$ cat config.mk
export PLATFORM = sky130hd
export DESIGN_NAME = vx_ttu_request_arbiter
export DESIGN_NICKNAME = d
export VERILOG_FILES = /design/src/rtl/vx_ttu_request_arbiter.sv
export SDC_FILE = /design/constraint.sdc
export NUM_CORES = 1
export LEC_CHECK = 0
export ABC_CLOCK_PERIOD_IN_PS = 5330
export CAP_MARGIN = 20
export CORE_ASPECT_RATIO = 0.8
export CORE_MARGIN = 10
export CORE_UTILIZATION = 30
export DETAILED_ROUTE_END_ITERATION = 12
export SYNTH_ARGS = -nofsm -noshare
export SYNTH_HDL_FRONTEND = slang
export SYNTH_SLANG_ARGS = --single-unit
$ cat constraint.sdc
create_clock -name clk -period 5.33 [get_ports clk]
set_input_delay 1.066 -clock clk [delete_from_list [all_inputs] [get_ports clk]]
set_output_delay 1.066 -clock clk [all_outputs]
set_load 0.02 [all_outputs]
$ cat src/rtl/vx_ttu_request_arbiter.sv
// Round-robin front end that serialises scalar-core thread-transfer requests into the SIMT IRQC.
// Optional watchdog abort is compiled in with `define VX_TTU_REQ_TIMEOUT_EN.

`ifndef NUM_WARPS
`define NUM_WARPS 4
`endif
`ifndef NUM_THREADS
`define NUM_THREADS 4
`endif

module vx_ttu_request_arbiter #(
  parameter  int NUM_REQ     = 2,
  parameter  int WARP_CNT    = `NUM_WARPS,
  parameter  int THREAD_CNT  = `NUM_THREADS,
  parameter  int TIMEOUT_CYC = 4096,
  localparam int WID_W       = (WARP_CNT   > 1) ? $clog2(WARP_CNT)   : 1,
  localparam int TID_W       = (THREAD_CNT > 1) ? $clog2(THREAD_CNT) : 1,
  localparam int SRC_W       = (NUM_REQ    > 1) ? $clog2(NUM_REQ)    : 1
) (
  input  logic                                 clk,
  input  logic                                 reset,
  input  logic [NUM_REQ-1:0]                   req_valid_i,
  input  logic [NUM_REQ-1:0][WID_W-1:0]        req_wid_i,
  input  logic [NUM_REQ-1:0][TID_W-1:0]        req_tid_i,
  output logic [NUM_REQ-1:0]                   req_ready_o,
  input  logic [WARP_CNT-1:0][THREAD_CNT-1:0]  ttu_tid_mask_i,
  output logic                                 irq_valid_o,
  input  logic                                 irq_ready_i,
  output logic [WID_W-1:0]                     irq_wid_o,
  output logic [TID_W-1:0]                     irq_tid_o,
  input  logic                                 irq_done_i,
  input  logic                                 irq_nack_i,
  output logic                                 irq_abort_o,
  output logic [NUM_REQ-1:0]                   rsp_valid_o,
  output logic [1:0]                           rsp_status_o,
  output logic                                 busy_o
);

  typedef enum logic [1:0] {IDLE, ISSUE, WAIT, RESP} state_e;

  localparam logic [1:0] ST_OK      = 2'b00;
  localparam logic [1:0] ST_NACK    = 2'b01;
  localparam logic [1:0] ST_REJECT  = 2'b10;
  localparam logic [1:0] ST_TIMEOUT = 2'b11;

  state_e             state_q, state_d;
  logic [SRC_W-1:0]   rr_ptr_q, rr_ptr_d;
  logic [SRC_W-1:0]   src_q, src_d;
  logic [WID_W-1:0]   wid_q, wid_d;
  logic [TID_W-1:0]   tid_q, tid_d;
  logic [1:0]         status_q, status_d;

  logic               grant_found;
  logic [SRC_W-1:0]   grant_idx;
  int                 cand;

`ifdef VX_TTU_REQ_TIMEOUT_EN
  localparam logic [12:0] WDOG_LAST = 13'(TIMEOUT_CYC - 1);
  logic [12:0] wdog_q, wdog_d;
  logic        abort_q, abort_d;
  logic        timeout;
`else
  logic unused_cfg;
  assign unused_cfg = ^TIMEOUT_CYC;
`endif

  // Scan requesters starting at rr_ptr; the first valid one wins.
  always_comb begin
    grant_found = 1'b0;
    grant_idx   = '0;
    cand        = 0;
    for (int i = 0; i < NUM_REQ; i++) begin
      cand = (int'(rr_ptr_q) + i) % NUM_REQ;
      if (!grant_found && req_valid_i[SRC_W'(cand)]) begin
        grant_found = 1'b1;
        grant_idx   = SRC_W'(cand);
      end
    end
  end

  always_comb begin
    state_d      = state_q;
    rr_ptr_d     = rr_ptr_q;
    src_d        = src_q;
    wid_d        = wid_q;
    tid_d        = tid_q;
    status_d     = status_q;
    req_ready_o  = '0;
    irq_valid_o  = 1'b0;
    rsp_valid_o  = '0;
    rsp_status_o = ST_OK;
`ifdef VX_TTU_REQ_TIMEOUT_EN
    wdog_d       = wdog_q;
    abort_d      = 1'b0;
    timeout      = (wdog_q == WDOG_LAST);
`endif
    case (state_q)
      IDLE: begin
        if (grant_found) begin
          req_ready_o[grant_idx] = 1'b1;
          src_d    = grant_idx;
          wid_d    = req_wid_i[grant_idx];
          tid_d    = req_tid_i[grant_idx];
          rr_ptr_d = (grant_idx == SRC_W'(NUM_REQ - 1)) ? '0 : grant_idx + 1'b1;
          // A cleared mask bit means the thread was already pulled; skip the IRQC.
          if (ttu_tid_mask_i[req_wid_i[grant_idx]][req_tid_i[grant_idx]]) begin
            state_d = ISSUE;
`ifdef VX_TTU_REQ_TIMEOUT_EN
            wdog_d  = '0;
`endif
          end else begin
            status_d = ST_REJECT;
            state_d  = RESP;
          end
        end
      end
      ISSUE: begin
        irq_valid_o = 1'b1;
        if (irq_ready_i) state_d = WAIT;
`ifdef VX_TTU_REQ_TIMEOUT_EN
        wdog_d = wdog_q + 13'd1;
        if (timeout) begin
          status_d = ST_TIMEOUT;
          abort_d  = 1'b1;
          state_d  = RESP;
        end
`endif
      end
      WAIT: begin
`ifdef VX_TTU_REQ_TIMEOUT_EN
        wdog_d = wdog_q + 13'd1;
`endif
        if (irq_done_i) begin
          status_d = ST_OK;
          state_d  = RESP;
        end else if (irq_nack_i) begin
          status_d = ST_NACK;
          state_d  = RESP;
        end
`ifdef VX_TTU_REQ_TIMEOUT_EN
        else if (timeout) begin
          status_d = ST_TIMEOUT;
          abort_d  = 1'b1;
          state_d  = RESP;
        end
`endif
      end
      RESP: begin
        rsp_valid_o[src_q] = 1'b1;
        rsp_status_o       = status_q;
        state_d            = IDLE;
      end
      default: state_d = IDLE;
    endcase
  end

  always_ff @(posedge clk) begin
    if (reset) begin
      state_q  <= IDLE;
      rr_ptr_q <= '0;
      src_q    <= '0;
      wid_q    <= '0;
      tid_q    <= '0;
      status_q <= ST_OK;
`ifdef VX_TTU_REQ_TIMEOUT_EN
      wdog_q   <= '0;
      abort_q  <= 1'b0;
`endif
    end else begin
      state_q  <= state_d;
      rr_ptr_q <= rr_ptr_d;
      src_q    <= src_d;
      wid_q    <= wid_d;
      tid_q    <= tid_d;
      status_q <= status_d;
`ifdef VX_TTU_REQ_TIMEOUT_EN
      wdog_q   <= wdog_d;
      abort_q  <= abort_d;
`endif
    end
  end

  assign irq_wid_o = wid_q;
  assign irq_tid_o = tid_q;
  assign busy_o    = (state_q != IDLE);

`ifdef VX_TTU_REQ_TIMEOUT_EN
  assign irq_abort_o = abort_q;
`else
  assign irq_abort_o = 1'b0;
`endif

endmodule
After elaboration in Yosys (flattened, before gate mapping)
Cells that the tools add are included.
{ "classes": {"n_reduce_logical": 10, "n_eq_ne": 7, "mux": 37, "order_cmp": 8, "n_addsub": 2} }
{ "op_table": {"columns": ["cell", "count"], "rows": [
  ["$mux 2", 17],
  ["$mux 1", 13],
  ["$bmux 4 s2", 1],
  ["$pmux 2 s4", 1],
  ["$lt 1x3->1 const B", 2],
  ["$lt 2x3->1 const B", 2],
  ["$ne 2x2->1 const B", 3],
  ["$eq 2x2->1 const B", 2],
  ["$lt 1x2->1 const B", 2],
  ["$mux 4", 1],
  ["$pmux 2 s2", 1],
  ["$reduce_and 4->1", 1],
  ["$reduce_bool 2->1", 2],
  ["$logic_and 1x1->1", 3],
  ["$ne 3x3->1 const B", 1],
  ["$reduce_and 3->1", 1],
  ["$add 1x1->1 const B", 2],
  ["$bmux 1 s2", 1],
  ["$demux 1 s1", 2],
  ["$eq 2x1->1 const B", 1],
  ["$ge 1x1->1 const B", 2],
  ["$logic_not 2->1", 1],
  ["$reduce_and 2->1", 1],
  ["$logic_not 1->1", 1]
]} }
{ "word_totals": {"inputBits": 31, "regBits": 10, "elab_cells": 70} }

Longest topological paths before layout
{ "depth": {"word_depth": 16, "depth_mapped": 8} }

Worst setup path before layout
Ideal clock, no wire load.
{ "synth_timing": {"kind": "input-to-output", "startpoint": "input req_valid_i[0]", "endpoint": "output req_ready_o[1]", "t_required_ps": 4264, "path_buffers": 0, "arrival_time_ps": 1702, "path_slack_ps": 2562, "stages": 4, "path_cell_list": "inv_1 > nor2_1 > nand2_1 > inv_1"} }
{ "synth_between": {"elab_chain_cells": 12, "word_cells_on_any_way": 17, "cone_classes": "order compare (2); mux (12); reduce/logical (3)"} }
{ "synth_rtl": {"columns": ["item", "line", "text"], "rows": [
  ["from (decl)", "22", "input logic [NUM_REQ-1:0] req_valid_i,"],
  ["$mux 1 (not written as such) (2 in series)", "74", "if (!grant_found && req_valid_i[SRC_W'(cand)]) begin"],
  ["$mux 1", "74", null],
  ["$logic_not 1->1", "74", null],
  ["$logic_and 1x1->1", "74", null],
  ["$mux 1", "74", null],
  ["$lt 1x2->1 (not written as such) / $ge 1x1->1 (equally long branches)", "100", "req_ready_o[grant_idx] = 1'b1;"],
  ["$logic_and 1x1->1 (not written as such)", "100", null],
  ["$mux 1 (not written as such)", "100", null],
  ["$demux 1 s1", "100", null],
  ["$mux 2 (*)", "99", "if (grant_found) begin"],
  ["$mux 2 (*)", "97", "case (state_q)"],
  ["to (decl)", "25", "output logic [NUM_REQ-1:0] req_ready_o,"]
]} }
Every way passes the cells marked *; elsewhere a longest branch is shown, timed or not. The select of a mux whose other input is x is not followed.

Worst setup path after layout
Ends and elaborated chain as after synthesis.

==> summary.txt <==
Global route
  • Initial antenna violation count: 0
  • First-pass GRT wire length: 4.071 mm
  • Vias in the first global route: 877
  • Pin count of the biggest net entering global routing: 15
  • Grt ovf: 0
  • Total track usage: 9.279%

Power and ir drop
  • Design Power: 0.4839 mW
  • Internal: 0.2771 mW
  • Sw Share: 42.73%
  • Peak supply drop: 0.1665 mV
  • Combinational power share: 59.5%
  • Clock share of power: 14.8%
  • Switch Pwr: 0.2068 mW
  • Cell area power density: 361.8 nW/um^2
  • Register share of total power: 25.7%
  • Pleak: 0.5576 nW

Clock network
  • Post-CTS setup buffer count: 0
  • CTS sink cnt: 10
  • Clock Pin Slew Worst Setup and Hold Paths: 70 ps
  • Clk buf depth: 2
  • Clock Latency Late Sink: 270 ps
  • CTS tree: built
  • CTS root buf: clkbuf_4
  • PostCTS Resize Cnt: 0
  • CTS HTree Levels: 1
  • Hold_buf cts: 0
  • Total CTS buffers: 3

Critical path
  • Critical path startpoint category: input pin
  • Terminus of the critical flop-to-flop path: status_q[0]
  • Worst setup EP type: primary output
  • Req. time, crit path: 4260 ps
  • Worst-path fanout max: 9
  • Worst r2r src: rr_ptr_q
  • Arr. time, crit path: 2950 ps
  • Crit path from: req_valid_i[0]
  • R2r setup slk: 2970 ps
  • Critical Path End: req_ready_o[1]
  • Reg2reg path depth: 7
  • Crit Path Class: input pin to primary output

Synth
  • Syn nets: 143
  • Synth cell types: 34
  • Post-synth EDFFs: 0
  • Register bit total from synthesis: 10
  • Sequential element share of the synthesized area: 23.12%
  • Mapped Area: 865.8 um^2
  • Syn Area/Cell: 8.092 um^2
  • Ys async rst share: 0%
  • Syn Inst Count: 107
  • Yosys warns: 0
  • Post-synth top flop: dfxtp_1

Floorplan
  • Die height: 68.05 um
  • Die width: 80.07 um
  • Die area: 5448 um^2
  • I/O pin total: 44
  • Core Area: 2765 um^2
  • Initial Util: 31.31%
  • # rows: 17

Timing
  • Final Hold Vio Count: 0
  • Final period util: 75.43%
  • Setup TNS: 0 ps
  • Fmax: 0.2487 GHz
  • Relative slew slack: 66.40%
  • Hold WS: 467.2 ps
  • Min Clock Period, post-route: 4020 ps
  • Clock Skews: 6.216 ps
  • Final setup viols: 0
  • Slew Limit Fails: 0
  • RSZ-0062 raised after global routing: false
  • Worst-margin pin slew: 502.1 ps

Layout
  • Non-Filler Instances: 187
  • Final nets: 186
  • FF+latch area: 200.2 um^2
  • Share of cells above drive strength 1: 9.396%
  • Most common cell after layout, fill and taps aside: clkdlybuf4s50_1
  • P&R area growth vs syn: 54.48%
  • Layout fillers: 278
  • Area of the multi-input gates: 605.6 um^2
  • # diodes: 0
  • Most frequent cells in the layout: clkdlybuf4s50_1, nor2_1, inv_1, dfxtp_1, a211oi_1

Detailed routing
  • Drt wl/cell: 13.50 um
  • First drt pass iteration count: 4
  • Initial DRC Count: 30
  • Vias per cell: 4.882
  • Wirelength, routed: 2.524 mm
  • DR DRC count: 0
  • Via Count: 913
  • ANT nets after route: 0

Outcome
  • Run status: finished, final reports clean

Placed design
  • Dpl hpwl: 2.202 mm
  • Placed cells: 183
  • Gpl congestion: 0.7492
  • Port Buffer Count: 41

Job
  • MaxCap Viol Count: 0

Min path
  • HP Class: flop to flop
## cell type report
cell class                      count  area share [%]
Clock buffer                        4           2.713
Inverter                           10           2.806
Multi-Input combinational cell     84           45.28
Sequential cell                    10           14.97
Tap cell                           38           3.555
Timing Repair Buffer               41           30.68
## sequential cells by signal, indices dropped and copies added (netlist names)
name / flops
src_q: 1
rr_ptr_q: 1
irq_wid_o: 2
irq_tid_o: 2
state_q: 2
status_q: 2
## worst min path at each step
| stage | start | endpoint | slack [ps] | cells past startpoint |
|---|---|---|---|---|
| 2_1_floorplan | src_q | src_q | 450 | 2 |
| 3_3_place_gp | src_q | src_q | 460 | 2 |
| 3_5_place_dp | src_q | src_q | 460 | 2 |
| 4_1_cts | src_q | src_q | 470 | 2 |
| 5_1_grt | src_q | src_q | 510 | 2 |
| 6_report | src_q | src_q | 470 | 2 |
## per-layer routing
metal | part of all wire [%] | global-route usage (%) | wire (um) | vias to the layer above
met5 | 0 | 0 | 0 | -
met4 | 0.99 | 2.632 | 25 | 0
met3 | 5.8 | 2.225 | 147 | 2
met2 | 54 | 17.80 | 1360 | 21
met1 | 39 | 9.963 | 989 | 418
li1 | - | - | - | 472
## critical path, stage by stage
cell and delay, ps:
clkdlybuf4s50_1 590, inv_1 80, nor2_1 420, nand2_1 140
inv_1 70, clkdlybuf4s50_1 590
## per-stage QoR
| step | util [%] | area, um^2 | worst slack [ps] |
|---|---|---|---|
| 5_1_grt | 48.37 | 1338 | 1179 |
| 3_3_place_gp | 47.06 | 1301 | 1302 |
| 4_1_cts | 48.37 | 1338 | 1264 |
| 3_5_place_dp | 47.06 | 1301 | 1266 |
| 6_report | 48.37 | 1338 | 1310 |
| 2_1_floorplan | - | 865.8 | 2562 |
## cell families (layout without fill, tap and decap cells)
family	Yosys count	after routing	synth area share (%)
AND/OR/NAND/NOR	43	43	26.88
AO/OA/AOI/OAI	25	25	21.97
buffers and inverters	13	55	6.937
flip-flops	10	10	23.12
multiplexers	9	9	12.43
adder cells (fa/ha/maj)	5	5	7.225
other	1	1	0.4331
XOR/XNOR	1	1	1.012
## Yosys cell counts (all sizes together) (2+ instances only)
cell type	instances	area, um^2
nor2	14	52.55
dfxtp	10	200.2
and2	3	18.77
nand2	8	35.03
a211o	5	48.80
nand3	2	10.01
a31oi	4	25.02
ha	5	62.56
a21oi	2	10.01
buf	2	18.77
a211oi	9	67.56
nor3b	3	22.52
inv	10	37.54
mux2i	8	92.59
nor2b	2	12.51
nor3	3	15.01
and3	4	25.02
## power groups by stage
| stage | clock network [mW] | registers (mW) | logic [mW] |
|---|---|---|---|
| after global routing | 0.0782 | 0.129 | 0.320 |
| after detailed placement | 0 | 0.127 | 0.290 |
| after CTS | 0.0739 | 0.126 | 0.291 |
| after global placement | 0 | 0.125 | 0.285 |
| final | 0.0716 | 0.125 | 0.288 |
| after floorplan | 0 | 0.125 | 0.192 |
Power figures use the tool's default switching activity.
